File: src/rtl/apb_req_arbiter.sv
`default_nettype none
// apb_req_arbiter: round-robin sharing of one APB master among NUM_REQ requesters,
// one transfer in flight, completion detected on the bus.  Rev 1.0
module apb_req_arbiter #(
  parameter int NUM_REQ    = 4,
  parameter int ADDR_WIDTH = 32,
  parameter int DATA_WIDTH = 32,
  parameter int STRB_WIDTH = 4,
  parameter int PROT_WIDTH = 3
) (
  input  logic                             PCLK,
  input  logic                             PRESET,
  input  logic [NUM_REQ-1:0]               req,
  input  logic [NUM_REQ-1:0]               req_write,
  input  logic [NUM_REQ*ADDR_WIDTH-1:0]    req_addr,
  input  logic [NUM_REQ*DATA_WIDTH-1:0]    req_wdata,
  input  logic [NUM_REQ*STRB_WIDTH-1:0]    req_strb,
  input  logic [NUM_REQ*PROT_WIDTH-1:0]    req_prot,
  output logic [NUM_REQ-1:0]               gnt,
  output logic [NUM_REQ-1:0]               done,
  output logic [DATA_WIDTH-1:0]            rdata,
  output logic                             slverr,
  output logic                             busy,
  output logic                             transfer,
  output logic                             SWRITE,
  output logic [ADDR_WIDTH-1:0]            SADDR,
  output logic [DATA_WIDTH-1:0]            SWDATA,
  output logic [STRB_WIDTH-1:0]            SSTRB,
  output logic [PROT_WIDTH-1:0]            SPROT,
  input  logic                             PSEL,
  input  logic                             PENABLE,
  input  logic                             PREADY,
  input  logic                             PSLVERR,
  input  logic [DATA_WIDTH-1:0]            PRDATA
);

  localparam int IW = (NUM_REQ > 1) ? $clog2(NUM_REQ) : 1;

  localparam logic [1:0] ST_ARB   = 2'd0;
  localparam logic [1:0] ST_ISSUE = 2'd1;
  localparam logic [1:0] ST_WAIT  = 2'd2;
  localparam logic [1:0] ST_DONE  = 2'd3;

  localparam logic [IW:0]        NREQ = (IW+1)'(NUM_REQ);
  localparam logic [IW-1:0]      LAST = IW'(NUM_REQ - 1);
  localparam logic [NUM_REQ-1:0] ONE  = NUM_REQ'(1);

  logic [1:0]           state;
  logic [IW-1:0]        ptr;
  logic [IW-1:0]        win;
  logic [2*NUM_REQ-1:0] req_dbl;
  logic [NUM_REQ-1:0]   req_rot;
  logic [IW-1:0]        offset;
  logic [IW:0]          sum;
  logic [IW-1:0]        sel;

  // Rotate requests so the pointer lands at bit 0; lowest set bit is the winner's distance.
  always_comb begin
    req_dbl = {req, req} >> ptr;
    req_rot = req_dbl[NUM_REQ-1:0];
    offset  = '0;
    for (int i = NUM_REQ - 1; i >= 0; i--) begin
      if (req_rot[i]) offset = IW'(i);
    end
    sum = {1'b0, ptr} + {1'b0, offset};
    if (sum >= NREQ) sum = sum - NREQ;
    sel = sum[IW-1:0];
  end

  always_ff @(posedge PCLK or posedge PRESET) begin
    if (PRESET) begin
      state  <= ST_ARB;
      ptr    <= '0;
      win    <= '0;
      gnt    <= '0;
      SWRITE <= 1'b0;
      SADDR  <= '0;
      SWDATA <= '0;
      SSTRB  <= '0;
      SPROT  <= '0;
      rdata  <= '0;
      slverr <= 1'b0;
    end else begin
      case (state)
        ST_ARB: begin
          if (|req) begin
            win    <= sel;
            gnt    <= ONE << sel;
            SWRITE <= req_write[sel];
            SADDR  <= req_addr[sel*ADDR_WIDTH +: ADDR_WIDTH];
            SWDATA <= req_wdata[sel*DATA_WIDTH +: DATA_WIDTH];
            SSTRB  <= req_strb[sel*STRB_WIDTH +: STRB_WIDTH];
            SPROT  <= req_prot[sel*PROT_WIDTH +: PROT_WIDTH];
            state  <= ST_ISSUE;
          end
        end
        ST_ISSUE: state <= ST_WAIT;
        ST_WAIT: begin
          if (PSEL && PENABLE && PREADY) begin
            rdata  <= PRDATA;
            slverr <= PSLVERR;
            state  <= ST_DONE;
          end
        end
        ST_DONE: begin
          gnt   <= '0;
          ptr   <= (win == LAST) ? '0 : win + IW'(1);
          state <= ST_ARB;
        end
        default: state <= ST_ARB;
      endcase
    end
  end

  assign busy     = (state != ST_ARB);
  assign transfer = (state == ST_ISSUE);
  assign done     = (state == ST_DONE) ? gnt : '0;

endmodule
`default_nettype wire

File: config.mk
export PLATFORM = sky130hd
export DESIGN_NAME = apb_req_arbiter
export DESIGN_NICKNAME = d
export VERILOG_FILES = /design/src/rtl/apb_req_arbiter.sv
export SDC_FILE = /design/constraint.sdc
export NUM_CORES = 1
export LEC_CHECK = 0
export CORE_AREA = 2 2 171 173
export CTS_CLUSTER_DIAMETER = 100
export DETAILED_ROUTE_END_ITERATION = 16
export DIE_AREA = 0 0 173 175
export PLACE_DENSITY_LB_ADDON = 0.15
export SETUP_SLACK_MARGIN = 0.3
export SLEW_MARGIN = 10
export SYNTH_ARGS = -nofsm -noshare
export SYNTH_HDL_FRONTEND = slang
export SYNTH_SLANG_ARGS = --single-unit
File: constraint.sdc
create_clock -name PCLK -period 4.2 [get_ports PCLK]
set_clock_uncertainty 0.15 [all_clocks]
set_input_delay 0.63 -clock PCLK [delete_from_list [all_inputs] [get_ports PCLK]]
set_output_delay 0.63 -clock PCLK [all_outputs]
set_load 0.05 [all_outputs]
==> metrics.md, run 1 <==
| Metric | Value |
|---|---|
| Hold Fails Final Rpt | `0` |
| Async set-or-reset flop fraction in the synthesized netlist | `100%` |
| Core area | `between 20,000 and 30,000 um^2` |
| CTS tree | `done` |
| Design area | `about 13,000 um^2` |
| Layout Cells excl Fill | `between 1,500 and 2,000` |
| Starting Density | `around 25%` |
| Peak VDD IR | `~400 uV` |
| Worst endpoint required time | `~4.3 ns` |
| Fill count | `approximately 2,800` |
| Worst Hold Class | `reg -> reg` |
| Leak Pwr | `approximately 4.8 nW` |
| Clock root buffer | `clkbuf_16` |
| Clk buf depth | `2` |
| Initial antenna violation count | `1` |
| Post-route core utilization | `around 44%` |
| Final min period | `between 3 and 4 ns` |
| Hold Buf Count CTS | `0` |
| Die H | `175 um` |
| Post-route ant nets | `0` |
| Area delta synth->final | `77.3%` |
| Ports | `between 400 and 500` |
| Clk Latency, worst-skew pair | `~0.4 ns` |
| Power Density | `around 920 nW/um^2` |
| Yosys warns | `0` |
| First-pass GRT wire length | `between 40 and 50 mm` |
| Mapped cell area | `approximately 7100 um^2` |
| Max cap viols | `0` |
| Net switching power | `a little over 6 mW` |
| Port buffer count | `roughly 440` |
| Total wire length | `just over 30 mm` |
| Final period util | `between 80% and 90%` |
| Final Net Count | `between 1,000 and 1,500` |
| Hold Slack | `about 0.33 ns` |
| Share of layout cells above drive strength 1 | `between 8 and 9%` |
| Max-slew violations | `0` |
| Num CTS Buffers | `17` |
| Worst setup EP type | `flop` |
| Iter 0 DRT Violations | `~310` |
| Vias in the first global route | `7,564` |
| Syn nets | `1,069` |
| Wire per inst | `19.8 um` |
| Synth unique cells | `40` |
| Drt pass-1 iters | `6` |
| Crit-path max FO | `41` |
| Post-CTS Setup Bufs | `0` |
| H-tree levels | `4` |
| Die area | `a little over 30,000 um^2` |
| Top FF cell, synth | `dfrtp_1` |
| Syn avg cell area | `approximately 9.7 um^2` |
| Setup TNS | `0 ns` |
| CP arrival | `~3.5 ns` |
| Cells after synthesis | `~730` |
| Outcome | `complete, no violations` |
| Inst Count DP | `between 1,500 and 2,000` |
| Sequential cell area fraction in the yosys report | `approximately 40%` |
| Resized Gates After CTS | `0` |
| Synth Register Bits | `roughly 120` |
| Total track usage | `roughly a fifth` |
| RSZ-0062 raised after global routing | `false` |
| FP Rows | `between 60 and 70` |
| Max Freq | `just under 300 MHz` |
| Switch share | `52.3%` |
| Tightest Pin Transition | `between 0.6 and 0.7 ns` |
| Setup Viol. Count Final | `0` |
| DRC | `0` |
| Global placer's final weighted congestion | `0.835` |
| Gr ovfl total | `0` |
| Reg clk slew, reported paths | `about 0.060 ns` |
| Post-synth EDFFs | `0` |
| Clock power frac | `approximately an eighth` |
| Die X | `around 170 um` |
| Placement Cell Area | `between 10,000 and 15,000 um^2` |
| CTS Sinks | `115` |
| Comb pwr share | `69.9%` |
| Pint | `5.54 mW` |
| Critical setup path kind | `in -> reg` |
| DR vias/cell | `between 4 and 5` |
| Largest net degree at the start of global routing | `74` |
| CP startpoint kind | `input port` |
| Flop pwr share | `between 10% and 20%` |
| Vias | `around 7,500` |
| DP Wirelength | `between 20 and 25 mm` |
| Slew margin rel. | `between 50 and 60%` |
==> critical path, stage by stage <==
cell and delay (ns):
clkdlybuf4s50_1 0.56, nand2b_1 0.14, o22ai_1 0.08, o21ai_0 0.16
o221ai_1 0.18, ha_4 0.65, buf_4 0.36, nor2b_1 0.07
a2111oi_0 0.50, o31ai_1 0.11
==> path summary, 6_finish.rpt <==
kind                       cells after the start                  from  slack (ns)                     to
max                                           10                req[1]        0.83  SADDR[25]$_DFFE_PP0P_
max in group asynchronous                      3                PRESET        2.58     SWRITE$_DFFE_PP0P_
min                                            2  SPROT[1]$_DFFE_PP0P_        0.33   SPROT[1]$_DFFE_PP0P_
min reg2reg                                    2  SPROT[1]$_DFFE_PP0P_        0.33   SPROT[1]$_DFFE_PP0P_
max reg2reg                                    9    ptr[0]$_DFFE_PP0P_        1.02  SADDR[25]$_DFFE_PP0P_
min in group asynchronous                      2                PRESET        0.50  SADDR[19]$_DFFE_PP0P_
==> cells by family (layout without fill, tap and decap cells) <==
logic type,count (synthesis),count (layout),synth area share (%)
mux,37,37,5.85
flops,115,115,40.6
fa+ha+maj,7,7,1.23
compound gates,236,236,27.8
buf+inv,86,504,5.02
xor+xnor,2,2,0.247
other cells,0,1,0
simple gates,249,249,19.3
==> metrics by stage <==
step	power (mW)	setup slack, ns
after floorplan	7.49	0.376
after global placement	10.2	0.449
after detailed placement	10.2	0.409
after CTS	11.8	0.849
after global routing	12.5	0.451
final	11.6	0.828
==> final cells by class <==
cell class	count	area [um^2]	area share [%]
diodes	1	2.50	0.0199
clock buffers	18	439	3.49
clock inverters	14	155	1.23
inverters	4	17.5	0.139
multi-input cells	531	3900	31.0
flip-flops and latches	115	2880	22.9
well taps	384	480	3.82
repair buffers	468	4710	37.4
==> cells in the mapped netlist (4+ instances only) <==
| master | n | area, um^2 |
|---|---|---|
| a2111oi_0 | 72 | 631 |
| mux2_2 | 36 | 405 |
| nand2_1 | 80 | 300 |
| o21ai_0 | 4 | 20.0 |
| nor2_1 | 5 | 18.8 |
| a221oi_1 | 72 | 631 |
| o31ai_1 | 72 | 541 |
| and2_1 | 4 | 25.0 |
| ha_1 | 7 | 87.6 |
| clkbuf_2 | 6 | 30.0 |
| dfrtp_1 | 115 | 2880 |
| inv_1 | 4 | 15.0 |
| clkbuf_1 | 57 | 214 |
| buf_2 | 18 | 90.1 |
| nor2b_1 | 147 | 920 |
==> cells in the final DEF (no fill, tap or decap), types with 2 or more instances in the layout <==
master,instances
a2111oi_0,72
o21a_1,2
clkinv_2,2
clkdlybuf4s50_1,444
buf_4,17
inv_6,2
nand2_1,79
buf_12,7
clkinvlp_4,4
a22o_1,2
a32o_1,2
dfrtp_1,115
clkbuf_16,17
o31ai_1,72
a221oi_1,72
nor3_1,2
o21ai_1,2
nor2b_1,147
nand2b_1,2
bufinv_16,2
nor2_1,5
ha_1,6
inv_1,3
clkinv_4,3
mux2_2,36
o21ai_0,4
o221ai_1,2
and2_1,4
==> power groups by stage <==
stage	combinational, mW	clock (mW)	sequential [mW]
CTS	8.22	1.53	2.01
finish	8.13	1.50	2.01
global route	8.81	1.58	2.08
global placement	8.17	0	2.00
floorplan	3.75	0	3.74
detailed placement	8.23	0	2.02
==> flip-flops by register name, indices dropped and copies added (netlist names) <==
register,flops
SADDR,32
SWDATA,32
rdata,32
SSTRB,4
gnt,4
SPROT,3
ptr,2
state,2
win,2
SWRITE,1
slverr,1
==> per-layer routing <==
metal	global-route usage, %	routed length, um	vias up
met5	0	0	-
met4	6.04	590	0
met3	5.59	2200	33
met2	33.9	15100	301
met1	23.9	12400	3540
li1	-	-	3629
Note: power is estimated with default switching activity, not from simulation.
==> run 2, diff against run 1 <==
==> constraint.sdc (replaced) <==
create_clock -name PCLK -period 2.9 [get_ports PCLK]
set_clock_uncertainty 0.15 [all_clocks]
set_input_delay 0.435 -clock PCLK [delete_from_list [all_inputs] [get_ports PCLK]]
set_output_delay 0.435 -clock PCLK [all_outputs]
set_load 0.05 [all_outputs]
==> run 2 against run 1 <==
  * Routed wire length increased by 14%
  * Sequential power increased by 44%
  * Combinational power increased by 130%
  * Register-to-register slack got worse by 0.86 ns
  * Global-route usage increased by 1.8 points
  * Clock power increased by 47%
  * Critical path type is now reg -> reg
  * Critical endpoint is now SADDR[24]$_DFFE_PP0P_
  * Largest cell class unchanged
  * Largest power group unchanged
==> metrics.md, run 2 (synthesis results as in run 1) <==
| Metric | Value |
|---|---|
| Outcome | `complete, no violations` |
| Tightest Pin Transition | `~0.67 ns` |
| Total wire length | `about 34 mm` |
| Largest registers | `SADDR x32, SWDATA x32, rdata x32` |
| H-tree levels | `4` |
| Port buffer count | `approximately 440` |
| Reg clk slew, reported paths | `about 0.070 ns` |
| Clk buf depth | `2` |
| CP startpoint kind | `flop` |
| Most frequent cells in the layout | `clkdlybuf4s50_1 (435), nor2b_1 (147), dfrtp_1 (114)` |
| Inst Count DP | `between 1,500 and 2,000` |
| Gr ovfl total | `0` |
| Fill count | `between 2,000 and 3,000` |
| Hold Fails Final Rpt | `0` |
| RSZ-0062 raised after global routing | `true` |
| Wire per inst | `21.1 um` |
| Largest net degree at the start of global routing | `about 120` |
| CTS Sinks | `115` |
| Layout Cells excl Fill | `approximately 1,600` |
| FP Rows | `slightly above 60` |
| Post-route core utilization | `around 53%` |
| Setup Viol. Count Final | `0` |
| Clock root buffer | `clkbuf_16` |
| Power Density | `between 1500 and 2000 nW/um^2` |
| Pre-CTS setup slack | `-0.555 ns` |
| Clk Latency, worst-skew pair | `between 0.4 and 0.5 ns` |
| Final Net Count | `around 1,600` |
| Worst Hold Class | `reg -> reg` |
| Core area | `28,400 um^2` |
| First-pass GRT wire length | `50.1 mm` |
| Final period util | `between 90% and 100%` |
| DP Wirelength | `23.4 mm` |
| Hold Buf Count CTS | `0` |
| DRC | `0` |
| Slew margin rel. | `55.5%` |
| Num CTS Buffers | `17` |
| Worst endpoint required time | `between 3 and 4 ns` |
| Iter 0 DRT Violations | `approximately 320` |
| Final min period | `around 2.7 ns` |
| Initial antenna violation count | `2` |
| Area delta synth->final | `113%` |
| Peak VDD IR | `722 uV` |
| CTS tree | `done` |
| Share of layout cells above drive strength 1 | `26.7%` |
| Starting Density | `25.0%` |
| Post-route ant nets | `0` |
| Most common cell after layout, fill and taps aside | `clkdlybuf4s50_1` |
| Global placer's final weighted congestion | `roughly 0.83` |
| Die X | `between 150 and 200 um` |
| Worst setup margin | `0.158 ns` |
| Crit-path max FO | `18` |
| Vias | `just over 8,000` |
| Critical setup path kind | `reg -> reg` |
| Total track usage | `21.5%` |
| Max-slew violations | `0` |
| Ports | `about 450` |
| Die H | `around 180 um` |
| Drt pass-1 iters | `4` |
| Leak Pwr | `around 5.7 nW` |
| CP arrival | `approximately 2.9 ns` |
| Die area | `slightly above 30,000 um^2` |
| Vias in the first global route | `between 8,000 and 9,000` |
| DR vias/cell | `5.02` |
| Max cap viols | `0` |
| Worst setup EP type | `flop` |
| Max Freq | `roughly 360 MHz` |
[run 2: final cells by class]
| class | instances | area, um^2 | share of cell area [%] |
|---|---|---|---|
| Inverter | 4 | 18.8 | 0.124 |
| Sequential cell | 115 | 2880 | 19.0 |
| Timing Repair Buffer | 569 | 5950 | 39.3 |
| Multi-Input combinational cell | 531 | 5200 | 34.4 |
| Antenna cell | 2 | 5.00 | 0.0331 |
| Clock buffer | 17 | 425 | 2.81 |
| Clock inverter | 15 | 168 | 1.11 |
| Tap cell | 384 | 480 | 3.18 |
[run 2: per-layer routing]
layer	track usage [%]	wire length (um)	up-vias	share of wire, %
li1	-	-	3854	-
met1	25.0	13800	3958	40
met2	37.4	17300	358	50
met3	6.42	2550	41	7.4
met4	7.70	773	0	2.2
met5	0	0	-	0
[run 2: critical path, cell delays in order (launching register included)]
cell and delay [ns]:
dfrtp_2 0.44, nand2b_4 0.15, o22ai_2 0.17, o21ai_1 0.10, o221ai_2 0.09, ha_4 0.20, xor2_1 0.15, buf_4 0.16
a31oi_4 0.04, buf_12 0.16, clkbuf_16 0.20, a2111oi_0 0.47, o31ai_1 0.12
[run 2: what timing repair did]
item | in CTS | in global routing
gates cloned | 6 | 4
pin swaps | 40 | 64
gates resized for setup | 158 | 121
endpoints found under the setup margin | 80 | 81
setup buffers | 12 | 13
[run 2: power by group]
| part | total [mW] | switching, mW | internal [mW] |
|---|---|---|---|
| registers | 2.90 | 0.457 | 2.44 |
| logic | 18.3 | 10.1 | 8.23 |
| clock network | 2.20 | 0.913 | 1.29 |
[run 2: path summary, 6_finish.rpt]
path / cells past startpoint / slack [ns] / endpoint / start
worst max-delay path: 12 / 0.16 / SADDR[24]$_DFFE_PP0P_ / ptr[0]$_DFFE_PP0P_
worst min-delay path: 2 / 0.32 / SADDR[27]$_DFFE_PP0P_ / SADDR[27]$_DFFE_PP0P_
worst max register to register: 12 / 0.16 / SADDR[24]$_DFFE_PP0P_ / ptr[0]$_DFFE_PP0P_
worst min register to register: 2 / 0.32 / SADDR[27]$_DFFE_PP0P_ / SADDR[27]$_DFFE_PP0P_
max in group asynchronous: 3 / 1.68 / ptr[0]$_DFFE_PP0P_ / PRESET
min in group asynchronous: 3 / 0.41 / rdata[20]$_DFFE_PP0P_ / PRESET
[run 2: per-stage QoR]
stage	hold WS, ns	power [mW]	TNS, ns	cell area (um^2)
2_1_floorplan	0.304	10.9	0	7110
3_3_place_gp	0.309	16.3	-23.03	12600
3_5_place_dp	0.315	16.4	-24.31	12600
4_1_cts	0.328	21.3	0	14200
5_1_grt	0.355	24.8	0	15100
6_report	0.323	23.4	0	15100
